--- src/rtl/ring_injector.sv ---
// PE-side packet source for one ring node: buffers tagged force results and
// injects them under pe_ready. Optional per-step statistics: RING_INJ_STATS_EN.
package ring_injector_pkg;
  localparam int DEST_W = 4;
  typedef logic [15:0] force_data_t;
  typedef struct packed {
    logic [DEST_W-1:0] dest_id;
    force_data_t       payload;
  } packet_t;
endpackage

// state | meaning
// IDLE  | between steps; waits for step_start, FIFO may still be emptying
// RUN   | PE producing results; pushes accepted
// DRAIN | PE finished; waits for the FIFO to empty, then pulses drained
module ring_injector
  import ring_injector_pkg::*;
#(
  parameter int HOME_CELL_ID = 0,
  parameter int DEPTH        = 8,
  parameter int CNT_W        = 16
) (
  input  logic              clk,
  input  logic              rst,
  input  logic              step_start,
  input  logic              pe_done,
  input  force_data_t       force_in,
  input  logic [DEST_W-1:0] force_dest_in,
  input  logic              force_in_valid,
  output logic              force_in_ready,
  output packet_t           pe_pkt_out,
  output logic              pe_pkt_valid,
  input  logic              pe_ready,
  output logic              drained,
  output logic [CNT_W-1:0]  inj_count,
  output logic [CNT_W-1:0]  stall_count,
  output logic [CNT_W-1:0]  self_count
);
  localparam int AW = $clog2(DEPTH);

  typedef enum logic [1:0] {S_IDLE, S_RUN, S_DRAIN} state_t;

  state_t          state_q, state_d;
  logic [AW-1:0]   wr_ptr_q, wr_ptr_d;
  logic [AW-1:0]   rd_ptr_q, rd_ptr_d;
  logic [AW:0]     count_q, count_d;
  packet_t         mem_q [DEPTH];
  packet_t         mem_d [DEPTH];

  logic not_empty;
  logic push;
  logic pop;
  logic clear;

  assign not_empty = (count_q != '0);

  always_comb begin
    state_d        = state_q;
    force_in_ready = 1'b0;
    drained        = 1'b0;
    clear          = 1'b0;
    case (state_q)
      S_IDLE: begin
        if (step_start) begin
          state_d = S_RUN;
          clear   = 1'b1;
        end
      end
      S_RUN: begin
        force_in_ready = (count_q != (AW+1)'(DEPTH));
        if (pe_done) state_d = S_DRAIN;
      end
      S_DRAIN: begin
        // Empty already implies no pop this cycle.
        if (!not_empty) begin
          drained = 1'b1;
          state_d = S_IDLE;
        end
      end
      default: state_d = S_IDLE;
    endcase
  end

  // The ring node does not qualify pe_pkt_in with pe_ready, so valid must.
  always_comb begin
    push         = force_in_valid & force_in_ready;
    pe_pkt_valid = not_empty & pe_ready;
    pop          = pe_pkt_valid;
    pe_pkt_out   = not_empty ? mem_q[rd_ptr_q] : '0;
    mem_d        = mem_q;
    if (push) begin
      mem_d[wr_ptr_q].dest_id = force_dest_in;
      mem_d[wr_ptr_q].payload = force_in;
    end
    wr_ptr_d = wr_ptr_q + AW'(push);
    rd_ptr_d = rd_ptr_q + AW'(pop);
    count_d  = count_q + (AW+1)'(push) - (AW+1)'(pop);
  end

  always_ff @(posedge clk) begin
    if (rst) begin
      state_q  <= S_IDLE;
      wr_ptr_q <= '0;
      rd_ptr_q <= '0;
      count_q  <= '0;
    end else begin
      state_q  <= state_d;
      wr_ptr_q <= wr_ptr_d;
      rd_ptr_q <= rd_ptr_d;
      count_q  <= count_d;
    end
  end

  always_ff @(posedge clk) begin
    mem_q <= mem_d;
  end

`ifdef RING_INJ_STATS_EN
  localparam logic [DEST_W-1:0] HOME_ID = DEST_W'(HOME_CELL_ID);

  logic [CNT_W-1:0] inj_count_q, inj_count_d;
  logic [CNT_W-1:0] stall_count_q, stall_count_d;
  logic [CNT_W-1:0] self_count_q, self_count_d;

  always_comb begin
    inj_count_d   = inj_count_q;
    stall_count_d = stall_count_q;
    self_count_d  = self_count_q;
    if (clear) begin
      inj_count_d   = '0;
      stall_count_d = '0;
      self_count_d  = '0;
    end else begin
      if (pop && inj_count_q != '1) inj_count_d = inj_count_q + CNT_W'(1);
      if (pop && pe_pkt_out.dest_id == HOME_ID && self_count_q != '1)
        self_count_d = self_count_q + CNT_W'(1);
      if (not_empty && !pe_ready && stall_count_q != '1)
        stall_count_d = stall_count_q + CNT_W'(1);
    end
  end

  always_ff @(posedge clk) begin
    if (rst) begin
      inj_count_q   <= '0;
      stall_count_q <= '0;
      self_count_q  <= '0;
    end else begin
      inj_count_q   <= inj_count_d;
      stall_count_q <= stall_count_d;
      self_count_q  <= self_count_d;
    end
  end

  assign inj_count   = inj_count_q;
  assign stall_count = stall_count_q;
  assign self_count  = self_count_q;
`else
  assign inj_count   = '0;
  assign stall_count = '0;
  assign self_count  = '0;
`endif

endmodule

--- config.mk ---
export PLATFORM = sky130hd
export DESIGN_NAME = ring_injector
export DESIGN_NICKNAME = d
export VERILOG_FILES = /design/src/rtl/ring_injector.sv
export SDC_FILE = /design/constraint.sdc
export NUM_CORES = 1
export LEC_CHECK = 0
export ABC_AREA = 1
export BUFFER_PORTS_ARGS = -buffer_cell sky130_fd_sc_hd__buf_2
export CAP_MARGIN = 20
export CORE_MARGIN = 2
export CORE_UTILIZATION = 43
export DETAILED_ROUTE_END_ITERATION = 12
export PLACE_DENSITY = 0.64
export SLEW_MARGIN = 15
export SYNTH_ARGS = -nofsm -noshare
export SYNTH_HDL_FRONTEND = slang
export SYNTH_SLANG_ARGS = --single-unit
--- constraint.sdc ---
create_clock -name clk -period 3.5 [get_ports clk]
set_clock_uncertainty 0.15 [all_clocks]
set_input_delay 0.7 -clock clk [delete_from_list [all_inputs] [get_ports clk]]
set_output_delay 0.7 -clock clk [all_outputs]
set_load 0.01 [all_outputs]
Yosys cells after proc, flatten, opt, wreduce, memory -nomap -nowiden --
Cells that the tools add are included.
Storage, ports and cells: bits in registers 172, latch bits 0, memories kept 0, bits of input ports 26, RAM bits 0, word-level logic and storage cells 58, memory bits (read-only) 0, output and inout port bits 71
Operators by class: add/sub/neg operators 4, bitwise logic cells 4, reduce and logical (&&, ||, !) cells 4, div/mod/pow operators 0, $mul 0, order comparisons 3, mux-type cells 17, shift operators 0, equal/unequal tests 6
Operators by type and width (number):
- 160-bit bitwise mux | 2
- 20-bit demux with 3-bit select | 2
- 20-bit two-way mux | 4
- 20-bit binary-select mux with 3-bit select | 1
- 16-bit two-way mux | 1
- 4-bit greater-or-equal comparator, second input constant | 2
- 3-bit inverter with 4-bit output | 2
- 3-bit by 1-bit adder with 3-bit output | 2
- 2-bit two-way mux | 3
- 2-bit != test, second input constant | 3
- 2-bit case mux with 3 select lines | 1
- 4-bit by 1-bit adder with 4-bit output | 1
- 4-bit by 1-bit less-than comparator with 1-bit output, second input constant | 1
- 4-bit != test, second input constant | 1
- 4-bit nonzero test | 1
- 4-bit by 1-bit subtractor with 4-bit output | 1
- 1-bit two-way mux | 3
- 3-bit AND reduction | 1
- 1-bit AND | 2
- 2-bit by 1-bit equality test with 1-bit output, second input constant | 1
- 2-bit equality test, second input constant | 1
- 2-bit logical NOT | 1
- 1-bit logical AND | 1

Logic depth before layout (Yosys ltp) --
word-level depth 7, depth in mapped cells 11, gate-level depth less buffers 11

Worst setup path after synthesis --
Ideal clock, no wire load.
kind register to register, start point register count_q[2], end point register mem_q[0] (netlist bit), enable pin, data arrival time 1863 ps, required time 2953 ps, clock period less this slack 2410 ps, slack 1090 ps, stages on the path, launching flop included 6, buffers on the path 0, setup time 397 ps, path through dfxtp_1 inv_1 ha_1 a31oi_2 nand2_2 nor2_1
On the way: cells in the longest elaborated chain, start to end 3
RTL lines:
- start, declared | RTL line 46 | logic [AW:0] count_q, count_d;
- start signal, assigned | RTL line 110 | count_q <= count_d;
- 4-bit != test | RTL line 70 | force_in_ready = (count_q != (AW+1)'(DEPTH));
- 1-bit two-way mux | RTL line 62 | case (state_q)
- via force_in_ready | RTL line 30 | output logic force_in_ready,
- 1-bit AND | RTL line 86 | push = force_in_valid & force_in_ready;
- end signal, assigned | RTL line 115 | mem_q <= mem_d;
- end, declared | RTL line 47 | packet_t mem_q [DEPTH];
The timed path passes the listed nets, and every way through them passes these cells. A chain may end at the register's enable or synchronous reset.

==> metrics.txt <==
drt pass-1 iters=6; DIE AREA=~21000 um^2; setup TNS=0 ps; CP Cell Sequence=inv_4 > nand2_1 > nand3_1 > nand3_1 > nand2_1 > nor2_1 > buf_2; total of max-cap violations=0; share of cells above drive strength 1=11.56%; number of nets in the layout=around 1100; total core area=around 20000 um^2; Final WS setup=594.9 ps; Worst EP arrival=approximately 2100 ps; hold_buf cts=0; WL per Instance=between 15 and 20 um; Slew Viols, Final=0; register area share after synthesis=57.90%; first-pass GRT wire length=~31000 um; Psw=about 2.0 mW; unrepaired setup endpoints after global routing=false; worst-margin pin slew=between 800 and 900 ps; Leakage=around 4.5 nW; CTS Buf Count=17; final setup fails=0; Die Wd=146.4 um; count of cell types in the netlist=25; Synth Cell Area=roughly 8700 um^2; DP Area=9000 um^2; CTS clk-pin slew, worst paths=roughly 60 ps; Gate power share=between 20% and 30%; Root Buffer=clkbuf_16; Crit Path Max Fanout=80; Worst VDD drop=around 0.00052 V; HP Class=reg2reg; vias after detailed routing=slightly above 6000; filler cell count=between 1500 and 2000; Post-CTS Resized=0; CTS tree=done; ant diodes=0; Syn Area/Cell=about 8.8 um^2; CP max stage cell=inv_4; DP Worst Slack=around 1000 ps; Post-Route WL=~20000 um; number of global-route vias before repair=between 5000 and 6000; total gr overflow=0; initial DRC count=about 500; H-Tree Level Count=4; largest net degree at the start of global routing=82; Power Total=between 5 and 6 mW; Final min period=~2900 ps; fin crit share=83.00%; Fmax=344.2 MHz; clock sink count=approximately 170; vias per inst=between 4 and 5; synth-to-layout area growth=9.836%; initial antenna violation count=0; DR DRC count=0; I/O Pins=a little under 100; Startpoint Class=flop; die span in y=~150 um; Post-DRT Antenna Nets=0; Post-Syn Instances=between 900 and 1000; sequential share of power=between 30 and 40%; Yosys warnings=0; Crit Path Category=reg2out; total track usage=a little under a fifth; Starting Density=a little over two fifths; Port Buffers=between 40 and 50; pwr dens=around 620 nW/um^2; clk_lat worst skew=430 ps; routability cong.=0.7762; Clock Path Buffers=2; Hold Fails Final Rpt=0; Int Power=about 3.9 mW; most frequent cells in the layout=nand2_1, inv_1, nor2_1; Setup Buffers After CTS=0; Slew headroom=42.15%; status=completed; design area=between 9000 and 10000 um^2; hpwl dp=roughly 12000 um; most common cell after layout, fill and taps aside=nand2_1; Sw Ratio=between 30 and 40%; max incr delay on CP=~620 ps; Clock power frac=31.2%; FF+latch count, synth=around 170; worst endpoint required time=~2700 ps; Rows=52; Critical Path End Type=primary output
[cell families after synthesis]
family                     share of synthesized area (%)
xor gates and xnor gates                          0.3016
adders and majority gates                          1.666
and+or+nand+nor                                    24.02
DFF                                                57.90
AOI/OAI and AO/OA                                 0.3733
other                                            0.04304
buffers and inverters                              15.69
[worst max-delay path, delay by kind of cell (launching register included)]
| kind | cells | cell delay (ps) |
|---|---|---|
| buffers and inverters | 2 | 760 |
| AND/OR/NAND/NOR | 5 | 490 |
| flip-flops | 1 | 350 |
[final timing paths]
kind | startpoint | end | slack [ps] | depth (start not counted)
max | rd_ptr_q[0] | pe_pkt_out[3] | 590 | 7
min | state_q[1] | state_q[1] | 350 | 2
max reg2reg | count_q[2] | count_q[2] | 1040 | 10
min reg2reg | state_q[1] | state_q[1] | 350 | 2
[layout make-up]
class	instances	area, um^2	area share (%)
Sequential cell	172	5046	52.73
Inverter	196	738.2	7.713
Clock buffer	17	425.4	4.445
Timing Repair Buffer	65	380.4	3.974
Tap cell	270	337.8	3.530
Clock inverter	15	145.1	1.517
Multi-Input combinational cell	573	2497	26.09
[layer usage]
| metal | GRT usage (%) | part of all wire (%) |
|---|---|---|
| met3 | 3.250 | 4.8 |
| met5 | 0 | 0 |
| met4 | 6.699 | 1.8 |
| met2 | 32.78 | 51 |
| met1 | 24.77 | 43 |
[state kept, by name, summed over array words and instances, names as in the netlist]
signal and count:
count_q 4, mem_q 160, rd_ptr_q 3, state_q 2, wr_ptr_q 3
[cell usage after synthesis (all sizes together)]
| library cell | number | area share (%) |
|---|---|---|
| ha | 10 | 1.4 |
| clkbuf | 4 | 0.17 |
| nand2 | 204 | 8.8 |
| nand3b | 1 | 0.086 |
| conb | 1 | 0.043 |
| nor3 | 1 | 0.057 |
| inv | 196 | 8.5 |
| nor2 | 185 | 8.0 |
| dfxtp | 12 | 2.8 |
| edfxtp | 160 | 55 |
| and2 | 1 | 0.072 |
| nand3 | 113 | 7.0 |
| or2 | 1 | 0.072 |
| a21oi | 4 | 0.23 |
| buf | 89 | 7.1 |
| xnor2 | 3 | 0.30 |
| a31oi | 1 | 0.14 |
| fa | 1 | 0.23 |
[power groups by stage]
stage	registers [mW]	logic, mW	clock network, mW
after global placement	2.35	1.76	0
final	2.31	1.77	1.85
after global routing	2.31	1.98	1.95
after floorplan	2.34	1.32	0
after detailed placement	2.35	1.78	0
after CTS	2.31	1.79	1.87
[metrics by stage]
stage	hold WS, ps	std cells	utilization [%]
finish	353.3	1308	47.76
detailed placement	342.4	1276	44.91
CTS	356.4	1308	47.76
floorplan	315.8	1034	-
global route	395.9	1308	47.76
global placement	330.7	1276	44.91
(Power assumes the default switching activity.)
